**config.mk**
```make
export PLATFORM = sky130hd
export DESIGN_NAME = motor_current_guard
export DESIGN_NICKNAME = d
export VERILOG_FILES = /design/src/rtl/motor_current_guard.sv
export SDC_FILE = /design/constraint.sdc
export NUM_CORES = 1
export LEC_CHECK = 0
export CORE_ASPECT_RATIO = 1.1
export CORE_MARGIN = 5
export CORE_UTILIZATION = 45
export CTS_BUF_LIST = sky130_fd_sc_hd__clkbuf_8
export DETAILED_ROUTE_END_ITERATION = 10
export GPL_TIMING_DRIVEN = 1
export PLACE_DENSITY = 0.67
export SYNTH_ARGS = -nofsm -noshare
export SYNTH_HDL_FRONTEND = slang
export SYNTH_SLANG_ARGS = --single-unit
export TNS_END_PERCENT = 1
```
**constraint.sdc**
```tcl
create_clock -name clock -period 1.9 [get_ports clock]
set_input_delay 0.38 -clock clock [delete_from_list [all_inputs] [get_ports clock]]
set_output_delay 0.38 -clock clock [all_outputs]
set_load 0.005 [all_outputs]
```
**src/rtl/motor_current_guard.sv**
```systemverilog
// Motor overcurrent guard: per-channel confirm / trip / cooldown / lockout
// state machines fed by synchronized comparator inputs, with registered
// stop, lockout and indicator outputs.
module motor_current_guard #(
    parameter int NUM_CH         = 2,
    parameter int CONFIRM_CYCLES = 524256,
    parameter int RETRY_CYCLES   = 1048576,
    parameter int MAX_RETRIES    = 3,
    parameter int GLOBAL_STOP    = 1
) (
    input  logic              clock,
    input  logic              reset_n,
    input  logic [NUM_CH-1:0] sens,
    input  logic              end_reset,
    input  logic              auto_retry_en,
    output logic [NUM_CH-1:0] stop,
    output logic [NUM_CH-1:0] fault_ch,
    output logic [NUM_CH-1:0] locked,
    output logic              LED_reset
);

    // Counter is sized for the longer of the two timed phases; neither phase
    // ever counts past its own terminal value, so it never wraps.
    localparam int MAX_CYC = (CONFIRM_CYCLES > RETRY_CYCLES) ? CONFIRM_CYCLES : RETRY_CYCLES;
    localparam int CNT_W   = (MAX_CYC > 2) ? $clog2(MAX_CYC) : 1;

    localparam logic [CNT_W-1:0] CONF_LAST  = CNT_W'(CONFIRM_CYCLES - 1);
    localparam logic [CNT_W-1:0] RETRY_LAST = CNT_W'(RETRY_CYCLES - 1);
    localparam logic [CNT_W-1:0] CNT_ONE    = CNT_W'(1);
    localparam logic [3:0]       RETRY_MAX  = 4'(MAX_RETRIES);

    typedef enum logic [2:0] {
        ST_IDLE     = 3'd0,
        ST_CONFIRM  = 3'd1,
        ST_TRIPPED  = 3'd2,
        ST_COOLDOWN = 3'd3,
        ST_LOCKED   = 3'd4
    } state_t;

    logic [NUM_CH-1:0] sens_meta_r;
    logic [NUM_CH-1:0] sens_sync_r;   // synchronized comparator value (sens_s)
    logic [NUM_CH-1:0] raw_stop_s;
    logic [NUM_CH-1:0] lock_s;
    logic [NUM_CH-1:0] fault_s;
    logic [NUM_CH-1:0] stop_next_s;
    logic [NUM_CH-1:0] stop_r;
    logic [NUM_CH-1:0] locked_r;
    logic              led_r;

    // Two-flop synchronizer for the asynchronous comparator outputs.
    always_ff @(posedge clock or negedge reset_n) begin
        if (!reset_n) begin
            sens_meta_r <= '0;
            sens_sync_r <= '0;
        end else begin
            sens_meta_r <= sens;
            sens_sync_r <= sens_meta_r;
        end
    end

    for (genvar g = 0; g < NUM_CH; g++) begin : g_ch
        state_t           state_r;
        logic [CNT_W-1:0] cnt_r;
        logic [3:0]       retry_r;
        logic             fault_r;

        // Per-channel guard FSM; a confirmed trip sets the fault bit even when
        // the operator clear lands on the same cycle.
        always_ff @(posedge clock or negedge reset_n) begin
            if (!reset_n) begin
                state_r <= ST_IDLE;
                cnt_r   <= '0;
                retry_r <= 4'd0;
                fault_r <= 1'b0;
            end else begin
                if (end_reset) begin
                    retry_r <= 4'd0;
                    fault_r <= 1'b0;
                end
                case (state_r)
                    ST_IDLE: begin
                        if (sens_sync_r[g]) begin
                            state_r <= ST_CONFIRM;
                            cnt_r   <= '0;
                        end
                    end
                    ST_CONFIRM: begin
                        if (cnt_r == CONF_LAST) begin
                            if (sens_sync_r[g]) begin
                                state_r <= ST_TRIPPED;
                                fault_r <= 1'b1;
                            end else begin
                                state_r <= ST_IDLE;
                            end
                        end else begin
                            cnt_r <= cnt_r + CNT_ONE;
                        end
                    end
                    ST_TRIPPED: begin
                        if (end_reset) begin
                            state_r <= ST_IDLE;
                        end else if (auto_retry_en && (retry_r < RETRY_MAX)) begin
                            state_r <= ST_COOLDOWN;
                            cnt_r   <= '0;
                        end else if (retry_r == RETRY_MAX) begin
                            state_r <= ST_LOCKED;
                        end
                    end
                    ST_COOLDOWN: begin
                        if (end_reset) begin
                            state_r <= ST_IDLE;
                        end else if (cnt_r == RETRY_LAST) begin
                            state_r <= ST_IDLE;
                            if (retry_r < RETRY_MAX) begin
                                retry_r <= retry_r + 4'd1;
                            end
                        end else begin
                            cnt_r <= cnt_r + CNT_ONE;
                        end
                    end
                    ST_LOCKED: begin
                        if (end_reset) begin
                            state_r <= ST_IDLE;
                        end
                    end
                    default: begin
                        state_r <= ST_IDLE;
                        cnt_r   <= '0;
                    end
                endcase
            end
        end

        assign raw_stop_s[g] = (state_r == ST_TRIPPED) || (state_r == ST_COOLDOWN) ||
                               (state_r == ST_LOCKED);
        assign lock_s[g]     = (state_r == ST_LOCKED);
        assign fault_s[g]    = fault_r;
    end

    // Merge raw channel stops: all channels stop together or each stops alone.
    always_comb begin
        stop_next_s = raw_stop_s;
        if (GLOBAL_STOP != 0) begin
            stop_next_s = {NUM_CH{|raw_stop_s}};
        end else begin
            stop_next_s = raw_stop_s;
        end
    end

    // Output registers, one cycle behind the channel state.
    always_ff @(posedge clock or negedge reset_n) begin
        if (!reset_n) begin
            stop_r   <= '0;
            locked_r <= '0;
            led_r    <= 1'b0;
        end else begin
            stop_r   <= stop_next_s;
            locked_r <= lock_s;
            led_r    <= |raw_stop_s;
        end
    end

    assign stop      = stop_r;
    assign locked    = locked_r;
    assign LED_reset = led_r;
    assign fault_ch  = fault_s;

endmodule

```
Word-level counts from Yosys, hierarchy flattened
Cells that the tools add are included.
Widths: inputs -> output; s select.
- add/sub/neg operators: 4
- multipliers: 0
- div/mod/pow operators: 0
- order comparisons: 2
- equality and inequality tests: 34
- shift operators: 0
- mux-type cells: 51
- bitwise logic cells: 2
- reduce and logical (&&, ||, !) cells: 13
- operators by type and width (cell ; number):
    $mux 20 ; 12
    $pmux 20 s5 ; 2
    $mux 3 ; 15
    $add 20x1->20 const B ; 2
    $eq 20x19->1 const B ; 2
    $eq 20x20->1 const B ; 2
    $mux 4 ; 10
    $ne 2x2->1 const B ; 16
    $pmux 3 s5 ; 2
    $reduce_and 7->1 ; 2
    $eq 3x2->1 const B ; 4
    $reduce_and 5->1 ; 2
    $add 4x1->4 const B ; 2
    $eq 4x2->1 const B ; 2
    $lt 4x2->1 const B ; 2
    $mux 1 ; 8
    $ne 4x4->1 const B ; 2
    $eq 3x1->1 const B ; 2
    $eq 3x3->1 const B ; 2
    $logic_not 3->1 ; 2
    $ne 3x3->1 const B ; 2
    $logic_or 1x1->1 ; 4
    $mux 2 ; 2
    $logic_and 1x1->1 ; 2
    other kinds (2) ; 3
- bits in registers: 64
- latch bits: 0
- memory bits (writable): 0
- memory bits (read-only): 0
- bits of input ports: 6
- memories: 0

Depth between registers and ports, before layout
- depth after elaboration: 5
- depth in mapped cells: 8

Worst setup path after synthesis
No wires, ideal clock.
- kind: reg-to-reg
- start point: reg g_ch[0].cnt_r[0]
- end point: reg g_ch[0].cnt_r[7]
- setup time: 0.121 ns
- data arrival time: 1.937 ns
- required time: 1.779 ns
- path slack: -0.158 ns
- cell stages (with the launch flop): 9
- buffers on the path: 1
- clock period less this slack: 2.058 ns
- cell sequence: dfrtp_1 ha_1 nand3_1 nor4b_4 a211oi_2 o31ai_4 buf_6 o21bai_2 a22o_1
- longest elaborated chain between the ends: 4
- elaborated cells on any way between the ends: 10
- ends and longest elaborated chain (item ; RTL line ; text):
    start, declared ; 63 ; logic [CNT_W-1:0] cnt_r;
    start signal, assigned ; 96 ; cnt_r <= cnt_r + CNT_ONE;
    start signal, assigned ; 118 ; cnt_r <= cnt_r + CNT_ONE;
    $add 20x1->20 ; 96, 118 ;
    $mux 20 ; 112 ; end else if (cnt_r == RETRY_LAST) begin
    $mux 20 ; 110 ; if (end_reset) begin
    $pmux 20 s5 ; 80 ; case (state_r)
Parallel ways exist; a longest one is shown, timed or not. The select of a mux whose other input is x is not followed.
A chain may end at the register's enable or synchronous reset.

Worst setup path after layout
- start point: reg g_ch[0].cnt_r[1]
- end point: reg g_ch[0].cnt_r[13]
The elaborated chain is that of the path after synthesis.

==> reports/metrics.cfg <==
[setup_path]
endpoint_kind = register
cp-start-kind = register
required_ns = 2.13
critical_path_arrival_ns = 2.30
worstPathMaxFanout = 14
crit_type = register to register

[synth]
synth_edf_count = 0
synth_area_leaders = dfrtp_1 44%, o21ai_0 6.9%, nand2_1 4.0%, nand3_1 3.7%, nand4_1 3.3%
ys_types = 63
netlist_instances = 395
yosysTopAreaCellShare_pct = 43.67
syn_avg_cell_area_um2 = 9.139
synth-seq-cells = 63
syn-num-nets = 405
synth_area_um2 = 3610
synth_compound_area_share_pct = 23.02
synth_seq_area_share_pct = 43.67
postSynth.asyncResetShare_pct = 100.0
yosysTopAreaCell = dfrtp_1
synth_xor_area_share_pct = 0.4853
synth_top_family_by_area = simple AND/OR/NAND/NOR gates
ys.flop_type = dfrtp_1
synthMuxAreaShare_pct = 0.5546
synth_fa_ha_area_share_pct = 1.386
ys.warnings.count = 0
synth-simple-area-share_pct = 25.48

[finish]
design_area_um2 = 4770
multi_input_area_um2 = 2007
stdcell_count = 597
final_util_pct = 60.60
n_fill_cell = 652
regArea_um2 = 1577
syn2layout_area_growth_pct = 32.13
drive_above_1_share_pct = 30.88
nNetsFinal = 494
insertedDiodeCount = 0

[pwr]
peakVddDrop_mv = 0.5458
leakagePower_nw = 2.107
p_per_area_nw_per_um2 = 834.8
power.total_mw = 3.982

[sta]
rsz0062_at_grt = yes
clock_skew_ns = 0.01154
fin_crit_sh_pct = 108.8
setup_viol = 22
finalCriticalPeriod_ns = 2.067
setup_ws_ns = -0.1669
worst_pin_slew_ns = 0.5739
fmax_mhz = 483.8
hold_viol = 0
slew_viol_final = 0
whs_ns = 0.01995
relSlewSlack_pct = 61.74

[floorplan]
design.portCount = 13
start_util_pct = 45.87
fp.dieH_um = 103.9
rows = 34
dieWidth_um = 95.40
die_area_um2 = 9915
core_um2 = 7870

[worst_hold_path]
min_path_type = input pin to async pin

[route]
dr_wl_met3_um = 366
drc = 0
drt_iter0_markers = 140
wire_per_inst_um = 15.36
routed_wl_mm = 9.169
dr.pass1.iters = 5
drt-met1-wl_mm = 3.875
vias = 3417
routed.top_layer = met4
met2_length_mm = 4.746
final_antenna_net_count = 0
drt-vias-per-instance = 5.724

[placed_design]
post_dp_cell_area_um2 = 4345
gp_congestion = 0.8679
dp.cells = 570
dp_hpwl_mm = 6.349
port_buffers = 12

[global_route]
grt_pass1_wl_mm = 15.50
grt-ovfl-total = 0
grt_pass1_vias = 3370
antenna_found_initial = 0
grt_max_degree = 25
grt_usage_pct = 19.46

[cts]
cts_tree = done
cts_max_level = 3
worstSkewPairLatency_ns = 0.35
cts_buffers = 9
clk_pin_slew_worst_paths_ns = 0.08
ctsRootBufferMaster = clkbuf_8
cts_buffer_depth = 2
cts.sinks = 63
holdBufCountCts = 0

[run_status]
status = complete, but fails checks
violations = negative setup slack

[flow_run]
maxCapViolations = 0

## cell usage after synthesis, drive strengths merged, types with 6 or more instances
library cell,instances
o21ai,50
dfrtp,63
nand2b,6
nor2b,7
nor2,23
nor3,15
a21o,8
a21oi,22
inv,14
nand4,20
or3,6
nand3,28
o31ai,8
buf,11
and3,7
a31oi,8
clkbuf,9
nand2,38
## kinds of logic (layout without fill, tap and decap cells)
logic type / count (synthesis) / in the layout
compound gates: 124 / 124
xor+xnor: 2 / 2
fa+ha+maj: 4 / 4
buf+inv: 35 / 129
flops: 63 / 63
mux: 2 / 2
simple gates: 165 / 165
## critical path: stages (launching register included)
cell	delay (ns)
dfrtp_1	0.40
ha_4	0.17
nand3_4	0.08
nor4b_4	0.33
a211oi_2	0.14
buf_4	0.16
o31ai_4	0.21
buf_12	0.18
nor2_1	0.05
a221o_1	0.25
## layout make-up
| class | count | share of cell area [%] |
|---|---|---|
| sequential | 63 | 33.05 |
| multi-input combinational | 297 | 42.08 |
| timing repair buffer | 99 | 17.47 |
| clock buffer | 9 | 2.597 |
| inverter | 14 | 1.102 |
| clock inverter | 7 | 0.8657 |
| tap | 108 | 2.833 |
## routing by layer
layer / vias up / global-route usage [%]
met5: - / 0
met3: 22 / 4.124
met1: 1661 / 24.86
met4: 0 / 7.622
met2: 86 / 31.82
li1: 1648 / -
## per-stage QoR
stage                     setup slack, ns  setup TNS [ns]
after detailed placement          -0.3236          -9.268
after global placement            -0.2385          -6.624
after global routing              -0.2180          -4.677
after CTS                         -0.1723          -1.811
after floorplan                   -0.1165          -1.208
final                             -0.1669          -1.541
## cells in the final DEF (no fill, tap or decap), types with 3 or more instances in the layout
master / count
a21o_1: 8
a21oi_1: 18
a21oi_2: 4
a22o_1: 4
a31oi_1: 4
a31oi_4: 4
and3_1: 6
buf_12: 4
buf_4: 79
buf_6: 4
clkbuf_8: 9
clkdlybuf4s50_1: 11
clkinv_2: 4
dfrtp_1: 63
inv_1: 15
nand2_1: 37
nand2b_1: 6
nand3_1: 23
nand3_2: 3
nand4_1: 19
nor2_1: 22
nor2b_1: 7
nor3_1: 9
nor3_2: 5
o21ai_0: 29
o21ai_1: 21
o31ai_1: 6
or3_1: 6
## path summary, 6_finish.rpt
kind / to / slack, ns / cells past startpoint / start
max in group asynchronous: g_ch[0].cnt_r[3] / 1.34 / 2 / reset_n
worst max register to register: g_ch[0].cnt_r[13] / -0.17 / 9 / g_ch[0].cnt_r[1]
worst min-delay path: g_ch[1].cnt_r[6] / 0.02 / 1 / reset_n
worst max-delay path: g_ch[0].cnt_r[13] / -0.17 / 9 / g_ch[0].cnt_r[1]
worst min register to register: sens_sync_r[1] / 0.35 / 0 / sens_meta_r[1]
min in group clock: sens_sync_r[1] / 0.35 / 0 / sens_meta_r[1]
## power breakdown
part           total [mW]  switching, mW  internal [mW]  leakage [nW]
clock network        1.03          0.565          0.463        0.0939
registers            1.49         0.0661           1.42         0.864
logic                1.47          0.829          0.638          1.15
## registers in the layout (all words and copies together), names as in the netlist
signal	count
LED_reset	1
g_ch.cnt_r	40
g_ch.fault_r	2
g_ch.retry_r	8
g_ch.state_r	6
locked	2
sens_meta_r	2
sens_sync_r	2
## timing repair
item                                    4_1_cts  5_1_grt
endpoints found under the setup margin       40       46
buffers inserted                              3        8
pin swaps                                     8       15
resized for setup                            11       42
No activity file was read; power rests on OpenSTA's default activity.
